[config.mk]
export PLATFORM = sky130hd
export DESIGN_NAME = gate_preactivation_mac
export DESIGN_NICKNAME = d
export VERILOG_FILES = /design/src/rtl/rnn_fixed_pkg.sv /design/src/rtl/fixed_saturate.sv /design/src/rtl/gate_preactivation_mac.sv
export SDC_FILE = /design/constraint.sdc
export NUM_CORES = 1
export LEC_CHECK = 0
export ABC_AREA = 1
export CAP_MARGIN = 15
export CORE_MARGIN = 2
export CORE_UTILIZATION = 31
export CTS_BUF_LIST = sky130_fd_sc_hd__clkbuf_8
export DETAILED_ROUTE_END_ITERATION = 16
export PLACE_DENSITY_LB_ADDON = 0.25
export SYNTH_ARGS = -nofsm -noshare
export SYNTH_HDL_FRONTEND = slang
export SYNTH_SLANG_ARGS = --single-unit
[constraint.sdc]
create_clock -name clk -period 7.24 [get_ports clk]
set_input_delay 2.172 -clock clk [delete_from_list [all_inputs] [get_ports clk]]
set_output_delay 2.172 -clock clk [all_outputs]
set_load 0.01 [all_outputs]
[src/rtl/rnn_fixed_pkg.sv]
// rtl/rnn_fixed_pkg.sv - shared fixed-point format, saturation limits and MAC state encoding
package rnn_fixed_pkg;

    localparam int QN       = 6;
    localparam int QM       = 11;
    localparam int BITWIDTH = QN + QM + 1;

    localparam logic signed [BITWIDTH-1:0] SAT_MAX = {1'b0, {(BITWIDTH-1){1'b1}}};
    localparam logic signed [BITWIDTH-1:0] SAT_MIN = {1'b1, {(BITWIDTH-1){1'b0}}};

    typedef enum logic [2:0] {
        IDLE,
        ACCUM,
        BIAS,
        SAT,
        DONE
    } mac_state_t;

endpackage

[src/rtl/fixed_saturate.sv]
// rtl/fixed_saturate.sv - clip a wide signed value into OUT_W bits and flag when clipping occurred
module fixed_saturate #(
    parameter int IN_W  = 40,
    parameter int OUT_W = rnn_fixed_pkg::BITWIDTH
) (
    input  logic signed [IN_W-1:0]  value,
    output logic signed [OUT_W-1:0] result,
    output logic                    sat
);

    // The value fits exactly when every bit from OUT_W-1 upward equals the sign.
    logic [IN_W-OUT_W:0] top;
    assign top = value[IN_W-1:OUT_W-1];

    always_comb begin
        sat    = !((&top) || !(|top));
        result = value[OUT_W-1:0];
        if (sat) begin
            result = value[IN_W-1] ? {1'b1, {(OUT_W-1){1'b0}}}
                                   : {1'b0, {(OUT_W-1){1'b1}}};
        end
    end

endmodule

[src/rtl/gate_preactivation_mac.sv]
// rtl/gate_preactivation_mac.sv - streaming dot product plus bias, floor-scaled and saturated
module gate_preactivation_mac #(
    parameter int QN    = rnn_fixed_pkg::QN,
    parameter int QM    = rnn_fixed_pkg::QM,
    parameter int NELEM = 16
) (
    input  logic                 clk,
    input  logic                 reset,
    input  logic                 start,
    input  logic signed [QN+QM:0] bias,
    input  logic                 in_valid,
    input  logic signed [QN+QM:0] weight,
    input  logic signed [QN+QM:0] data,
    output logic                 in_ready,
    output logic                 busy,
    output logic                 out_valid,
    output logic signed [QN+QM:0] result,
    output logic                 sat
);
    import rnn_fixed_pkg::*;

    localparam int BW    = QN + QM + 1;
    localparam int ACC_W = 2 * BW + $clog2(NELEM);
    localparam int CNT_W = $clog2(NELEM + 1);
    localparam logic [CNT_W-1:0] CNT_LIMIT = CNT_W'(NELEM);
    localparam logic [CNT_W-1:0] CNT_LAST  = CNT_W'(NELEM - 1);

    mac_state_t state, state_next;

    logic [CNT_W-1:0]        cnt;
    logic signed [ACC_W-1:0] acc;
    logic signed [BW-1:0]    bias_q;
    logic signed [2*BW-1:0]  weight_ext, data_ext, product;
    logic signed [ACC_W-1:0] product_ext, bias_ext, acc_shift;
    logic signed [BW-1:0]    clip_value;
    logic                    clip_sat;
    logic                    accept;

    // Operands widened first so the single multiplier yields the full exact product.
    assign weight_ext  = {{BW{weight[BW-1]}}, weight};
    assign data_ext    = {{BW{data[BW-1]}}, data};
    assign product     = weight_ext * data_ext;
    assign product_ext = {{(ACC_W-2*BW){product[2*BW-1]}}, product};
    assign bias_ext    = {{(ACC_W-BW-QM){bias_q[BW-1]}}, bias_q, {QM{1'b0}}};
    assign acc_shift   = acc >>> QM;

    fixed_saturate #(
        .IN_W  (ACC_W),
        .OUT_W (BW)
    ) u_saturate (
        .value  (acc_shift),
        .result (clip_value),
        .sat    (clip_sat)
    );

    always_ff @(posedge clk or negedge reset) begin
        if (!reset) begin
            state <= IDLE;
        end else begin
            state <= state_next;
        end
    end

    always_comb begin
        state_next = state;
        in_ready   = 1'b0;
        busy       = (state != IDLE);
        out_valid  = 1'b0;
        accept     = 1'b0;
        case (state)
            IDLE: begin
                if (start) state_next = ACCUM;
            end
            ACCUM: begin
                in_ready = (cnt < CNT_LIMIT);
                accept   = in_valid && in_ready;
                if (accept && cnt == CNT_LAST) state_next = BIAS;
            end
            BIAS:    state_next = SAT;
            SAT:     state_next = DONE;
            DONE: begin
                out_valid  = 1'b1;
                state_next = IDLE;
            end
            default: state_next = IDLE;
        endcase
    end

    always_ff @(posedge clk or negedge reset) begin
        if (!reset) begin
            acc    <= '0;
            cnt    <= '0;
            bias_q <= '0;
            result <= '0;
            sat    <= 1'b0;
        end else begin
            case (state)
                IDLE: begin
                    if (start) begin
                        bias_q <= bias;
                        acc    <= '0;
                        cnt    <= '0;
                    end
                end
                ACCUM: begin
                    if (accept) begin
                        acc <= acc + product_ext;
                        cnt <= cnt + CNT_W'(1);
                    end
                end
                BIAS: acc <= acc + bias_ext;
                SAT: begin
                    result <= clip_value;
                    sat    <= clip_sat;
                end
                default: ;
            endcase
        end
    end

endmodule

==> results of run 1 <==
-- worst max-delay path: cells and delay by family --
family | cells | cell delay [ns]
AO/OA/AOI/OAI | 2 | 0.30
adder cells (fa/ha/maj) | 8 | 3.70
AND/OR/NAND/NOR | 7 | 0.64
buffers and inverters | 9 | 0.75
-- metal layers --
layer,routed length [um],part of all wire [%],vias to the layer above
met2,29580,48,290
met4,1129,1.8,0
met5,0,0,-
met1,29430,48,8635
met3,1680,2.7,58
li1,-,-,8618
-- repair_timing --
action                                  4_1_cts  5_1_grt
endpoints found under the setup margin       30       29
setup buffers                                44       16
cloned                                       16        1
gates resized for setup                     357      217
hold endpoints to repair                      0        0
pin swaps                                   141      111
-- worst paths after layout --
check | start | to | slack [ns] | depth (start not counted)
worst max-delay path | data[0] | acc[33] | -0.06 | 26
worst min-delay path | bias_q[15] | bias_q[15] | 0.49 | 2
worst max register to register | acc[16] | acc[29] | 2.58 | 21
worst min register to register | bias_q[15] | bias_q[15] | 0.49 | 2
max in group asynchronous | reset | result[14] | 4.40 | 2
min in group asynchronous | reset | acc[1] | 1.59 | 1
-- cell usage after synthesis, drive strengths merged, types with 5 or more instances --
| master | instances |
|---|---|
| nand3b | 13 |
| nand3 | 93 |
| o211ai | 12 |
| inv | 742 |
| clkbuf | 69 |
| nor4 | 5 |
| nand4 | 17 |
| nand2 | 840 |
| buf | 21 |
| nor3 | 7 |
| fa | 385 |
| a21oi | 88 |
| or2 | 9 |
| ha | 151 |
| o21bai | 11 |
| dfrtp | 85 |
| nor2 | 143 |
| o21ai | 52 |
-- area by class of cell --
class	count	area (um^2)	area share [%]
tap	864	1081	3.985
sequential	85	2127	7.840
clock buffer	9	123.9	0.4566
timing repair buffer	352	3638	13.41
inverter	743	2809	10.35
clock inverter	6	87.58	0.3228
antenna	1	2.502	0.009223
multi-input combinational	1855	17260	63.62
-- registers in the layout (all words and copies together) (netlist names) --
| register | count |
|---|---|
| result | 18 |
| state | 3 |
| bias_q | 18 |
| cnt | 5 |
| acc | 40 |
| sat | 1 |
-- logic make-up (layout without fill, tap and decap cells) --
family,after synthesis,in the layout,share of synthesized area [%]
mux,1,1,0.04862
other cells,0,1,0
xor+xnor,3,3,0.1277
flops,85,85,10.33
simple gates,1130,1130,22.31
buf+inv,833,1110,15.36
fa+ha+maj,536,536,46.61
compound gates,185,185,5.202
-- stage by stage --
stage / setup slack (ns) / TNS [ns] / util (%)
floorplan: -0.2501 / -1.630 / -
global placement: -1.032 / -26.59 / 37.53
detailed placement: -0.9820 / -26.11 / 37.53
CTS: -0.06699 / -0.2132 / 40.07
global route: -0.2842 / -4.312 / 41.26
finish: -0.05723 / -0.1768 / 41.27
-- placed cells by master (no fill, tap or decap), types with 78 or more instances in the layout --
cell type  synthesis  layout
buf_4              1     203
dfrtp_1           85      85
fa_1             385     340
ha_1             151      92
inv_1            734     677
nand2_1          833     712
nand2_2            4      82
nand3_1           91      78
nor2_1           137      93
==> impl_metrics.tcl, run 1 <==
set metrics [dict create \
    cp.arrival_ns 7.58 \
    synth_top_area_cell "fa_1" \
    end_kind "flop" \
    rsz0062_at_grt "true" \
    ys_seq_elements 85 \
    final_cell_count_no_fill 3915 \
    setup-violations-final 7 \
    ys.flop_type "dfrtp_1" \
    yosysTopAreaCellShare_pct 37.44 \
    slowest_delay_ns 0.58 \
    max_freq_ghz 0.1370 \
    post-route-period-util_pct 100.8 \
    clk_pin_slew_worst_paths_ns 0.09 \
    syn_to_final_growth_pct 31.79 \
    slew_headroom_pct 29.09 \
    grt_usage_pct 19.08 \
    die_h_um 261.7 \
    insertion_delay_ns 0.39 \
    synth_cell_types 51 \
    gp_congestion 0.8883 \
    hold_slack_ns 0.4854 \
    synthTopCellsByArea "fa_1, nand2_1, inv_1" \
    grt_pass1_wl_mm 102.3 \
    crit_fanout 7 \
    grt_overflow 0 \
    hp-class "flop to flop" \
    fillers 6669 \
    cts_buffer_depth 2 \
    worstSetupPathType "input port to flop" \
    mappedNetlistNets 3367 \
    yosys_warnings 0 \
    final_area_um2 27130 \
    route.detailed.drc 0 \
    clock-sinks 85 \
    synth_edf_count 0 \
    use_met1_pct 27.42 \
    tritoncts "yes" \
    gr-usage-met2_pct 31.75 \
    start_kind "input port" \
    dp.cells 3827 \
    max_cap_violations 0 \
    ys_seq_area_share_pct 10.33 \
    initial_utilization_pct 31.31 \
    crit_required_ns 7.52 \
    core_area_um2 65750 \
    wl_per_cell_um 15.79 \
    skew_ns 0.01472 \
    routed_wl_mm 61.83 \
    violations "setup timing" \
    top_usage_layer "met2" \
    dp.final_hpwl_mm 50.82 \
    synth_area_per_cell_um2 7.424 \
    hold_buffers 0 \
    ant_nets 0 \
    htreeDepth 3 \
    synth-async-reset-ratio_pct 100.0 \
    grt_antenna_before_repair 0 \
    cts-buffers-inserted 9 \
    cts-root-buf "clkbuf_8" \
    ioPinCount 80 \
    viasPerCell 4.496 \
    fin_nets 3640 \
    drive_above_1_share_pct 24.39 \
    drv_slew 0 \
    final_hold_viol_count 0 \
    synthCells 2773 \
    via_count 17600 \
    row_count 94 \
    drt_iter0_drc 1037 \
    status "finished, violations left" \
    fp.dieArea_um2 68490 \
    tightestPinTransition_ns 1.064 \
    setup_slack_ns -0.05723 \
    grtUsageMet3_pct 1.235 \
    chipWidth_um 261.7 \
    grt_max_degree 78 \
    dpl_cell_area_um2 24670 \
    dr.pass1.iters 5 \
    grt_pass1_vias 18680 \
    netlist_area_um2 20590 \
    critPathSlowestCell "fa_2" \
    portBuffers 79 \
    finalCriticalPeriod_ns 7.297 \
]
Power of run 1 is not shown: default switching activity piles up to over one toggle a cycle in this logic, so the estimate is an artifact.
==> run 2: changes to the inputs <==
- HOLD_SLACK_MARGIN: unset -> 0.03
- REMOVE_ABC_BUFFERS: unset -> 1
==> run 2 against run 1 <==
  * The flow still finishes with violations (setup timing)
  * Clock-buffer cell count rose by 1
  * Via count rose by 0.14%
  * Maximum frequency fell by 0.39%
  * Sequential share of layout area shrank 0.063 points
  * Wire length about the same
  * Global-route usage shrank 0.49 points
  * Critical path depth unchanged
  * Flip-flop and latch count unchanged
  * Cell area rose by 0.82%
  * Clock skew decreased by 0.0043 ns
  * Highest routed layer unchanged
==> impl_metrics.tcl, run 2 (synthesis gave the netlist of run 1 again) <==
set metrics [dict create \
    grt_max_degree 45 \
    largestRegisters "acc (40), bias_q (18), result (18)" \
    fp.dieArea_um2 68490 \
    dp.final_hpwl_mm 51.07 \
    multi_input_area_um2 17470 \
    dpl_cell_area_um2 23890 \
    gr-usage-met2_pct 31.38 \
    final_hold_viol_count 0 \
    core_area_um2 65750 \
    hold_buffers 0 \
    routed_wl_mm 61.81 \
    setup_slack_ns -0.08609 \
    dr.pass1.iters 5 \
    crit_top_cell "fa_1" \
    max_cap_violations 0 \
    cts-buffers-inserted 9 \
    syn_to_final_growth_pct 32.86 \
    status "finished, violations left" \
    use_met1_pct 26.37 \
    seq_area_um2 2127 \
    finalCriticalPeriod_ns 7.326 \
    initial_utilization_pct 31.31 \
    wl_per_cell_um 15.73 \
    drv_slew 0 \
    fillers 6607 \
    crit_required_ns 7.52 \
    clock-sinks 85 \
    cp_num_buf_inv 6 \
    cts_buffer_depth 2 \
    largest_reg_flops 40 \
    insertion_delay_ns 0.38 \
    gp_congestion 0.9196 \
    max_freq_ghz 0.1365 \
    portBuffers 79 \
    cpLargestDelayFamily "adder cells" \
    grt_usage_pct 18.59 \
    via_count 17630 \
    route.detailed.drc 0 \
    die_h_um 261.7 \
    clk_pin_slew_worst_paths_ns 0.10 \
    cts-root-buf "clkbuf_8" \
    critPathSlowestCell "fa_2" \
    viasPerCell 4.486 \
    rsz0062_at_grt "true" \
    slowest_delay_ns 0.59 \
    grtUsageMet3_pct 0.8295 \
    grt_pass1_vias 18470 \
    drive_above_1_share_pct 26.92 \
    chipWidth_um 261.7 \
    grt_overflow 0 \
    ant_nets 0 \
    setup-violations-final 15 \
    tightestPinTransition_ns 0.8740 \
    regMostFlops "acc" \
    final_area_um2 27350 \
    crit_fanout 6 \
    fin_nets 3654 \
    hp-class "flop to flop" \
    start_kind "input port" \
    diodes 0 \
    htreeDepth 3 \
    end_kind "flop" \
    violations "setup timing" \
    slew_headroom_pct 41.67 \
    post-route-period-util_pct 101.2 \
    grt_pass1_wl_mm 99.64 \
    grt_antenna_before_repair 2 \
    tritoncts "yes" \
    top_usage_layer "met2" \
    mostFrequentLayoutCell "nand2_1" \
    cp.arrival_ns 7.61 \
    row_count 94 \
    ioPinCount 80 \
    mostFrequentLayoutCells "nand2_1, inv_1, fa_1, buf_4, nand2_2" \
    skew_ns 0.01046 \
    worstSetupPathType "input port to flop" \
    drt_iter0_drc 962 \
]
==> run 2: cell types whose count changed in the layout (fill, tap and decap cells not counted), moves of 4 or more <==
| cell | before | now |
|---|---|---|
| buf_6 | 38 | 73 |
| inv_1 | 677 | 653 |
| nand2_1 | 712 | 688 |
| inv_2 | 59 | 81 |
| nand2_2 | 82 | 101 |
| nand3_1 | 78 | 66 |
| buf_4 | 203 | 192 |
| bufbuf_16 | 13 | 2 |
| nand3_2 | 14 | 23 |
| buf_2 | 15 | 11 |
| nand2_4 | 45 | 49 |
| nor2_1 | 93 | 89 |
==> run 2: what timing repair did <==
item                                    CTS  global route
endpoints found under the setup margin   31            29
buffers inserted                         54            34
pin swaps                               189           236
cloned                                    5             2
gates resized for setup                 494           352
==> run 2: area by class of cell <==
class	count	share of cell area (%)
clock buffer	10	0.5032
clock inverter	6	0.2562
inverter	743	10.27
multi-input combinational	1855	63.85
sequential	85	7.776
tap	864	3.952
timing repair buffer	366	13.38
==> run 2: worst min-delay path, stage by stage (launching register included) <==
cell and delay [ns]:
dfrtp_1 0.35, nand2_1 0.06, nand2_1 0.05
==> run 2: layer usage <==
| layer | vias to the layer above | routed length (um) |
|---|---|---|
| li1 | 8640 | - |
| met1 | 8619 | 29180 |
| met2 | 302 | 29510 |
| met3 | 65 | 1659 |
| met4 | 0 | 1462 |
| met5 | - | 0 |
==> run 2: stage by stage <==
| step | TNS, ns | hold WS, ns | util [%] | std cells | setup slack, ns |
|---|---|---|---|---|---|
| floorplan | -6.161 | 0.4459 | - | 2683 | -0.4456 |
| global placement | -33.13 | 0.4638 | 36.34 | 3836 | -1.291 |
| detailed placement | -32.67 | 0.4681 | 36.34 | 3836 | -1.262 |
| CTS | -1.086 | 0.4913 | 39.77 | 3909 | -0.1310 |
| global route | -4.234 | 0.5085 | 41.60 | 3929 | -0.2714 |
| finish | -0.5643 | 0.4853 | 41.60 | 3929 | -0.08609 |
==> run 2: path summary, 6_finish.rpt <==
kind | start | end | slack (ns) | cells past startpoint
min in group asynchronous | reset | state[2] | 1.76 | 1
max in group asynchronous | reset | acc[30] | 4.50 | 2
min | bias_q[3] | bias_q[3] | 0.49 | 2
max | weight[10] | acc[22] | -0.09 | 26
min reg2reg | bias_q[3] | bias_q[3] | 0.49 | 2
max reg2reg | acc[16] | acc[22] | 2.57 | 22
Power of run 2 is left out for the same reason.
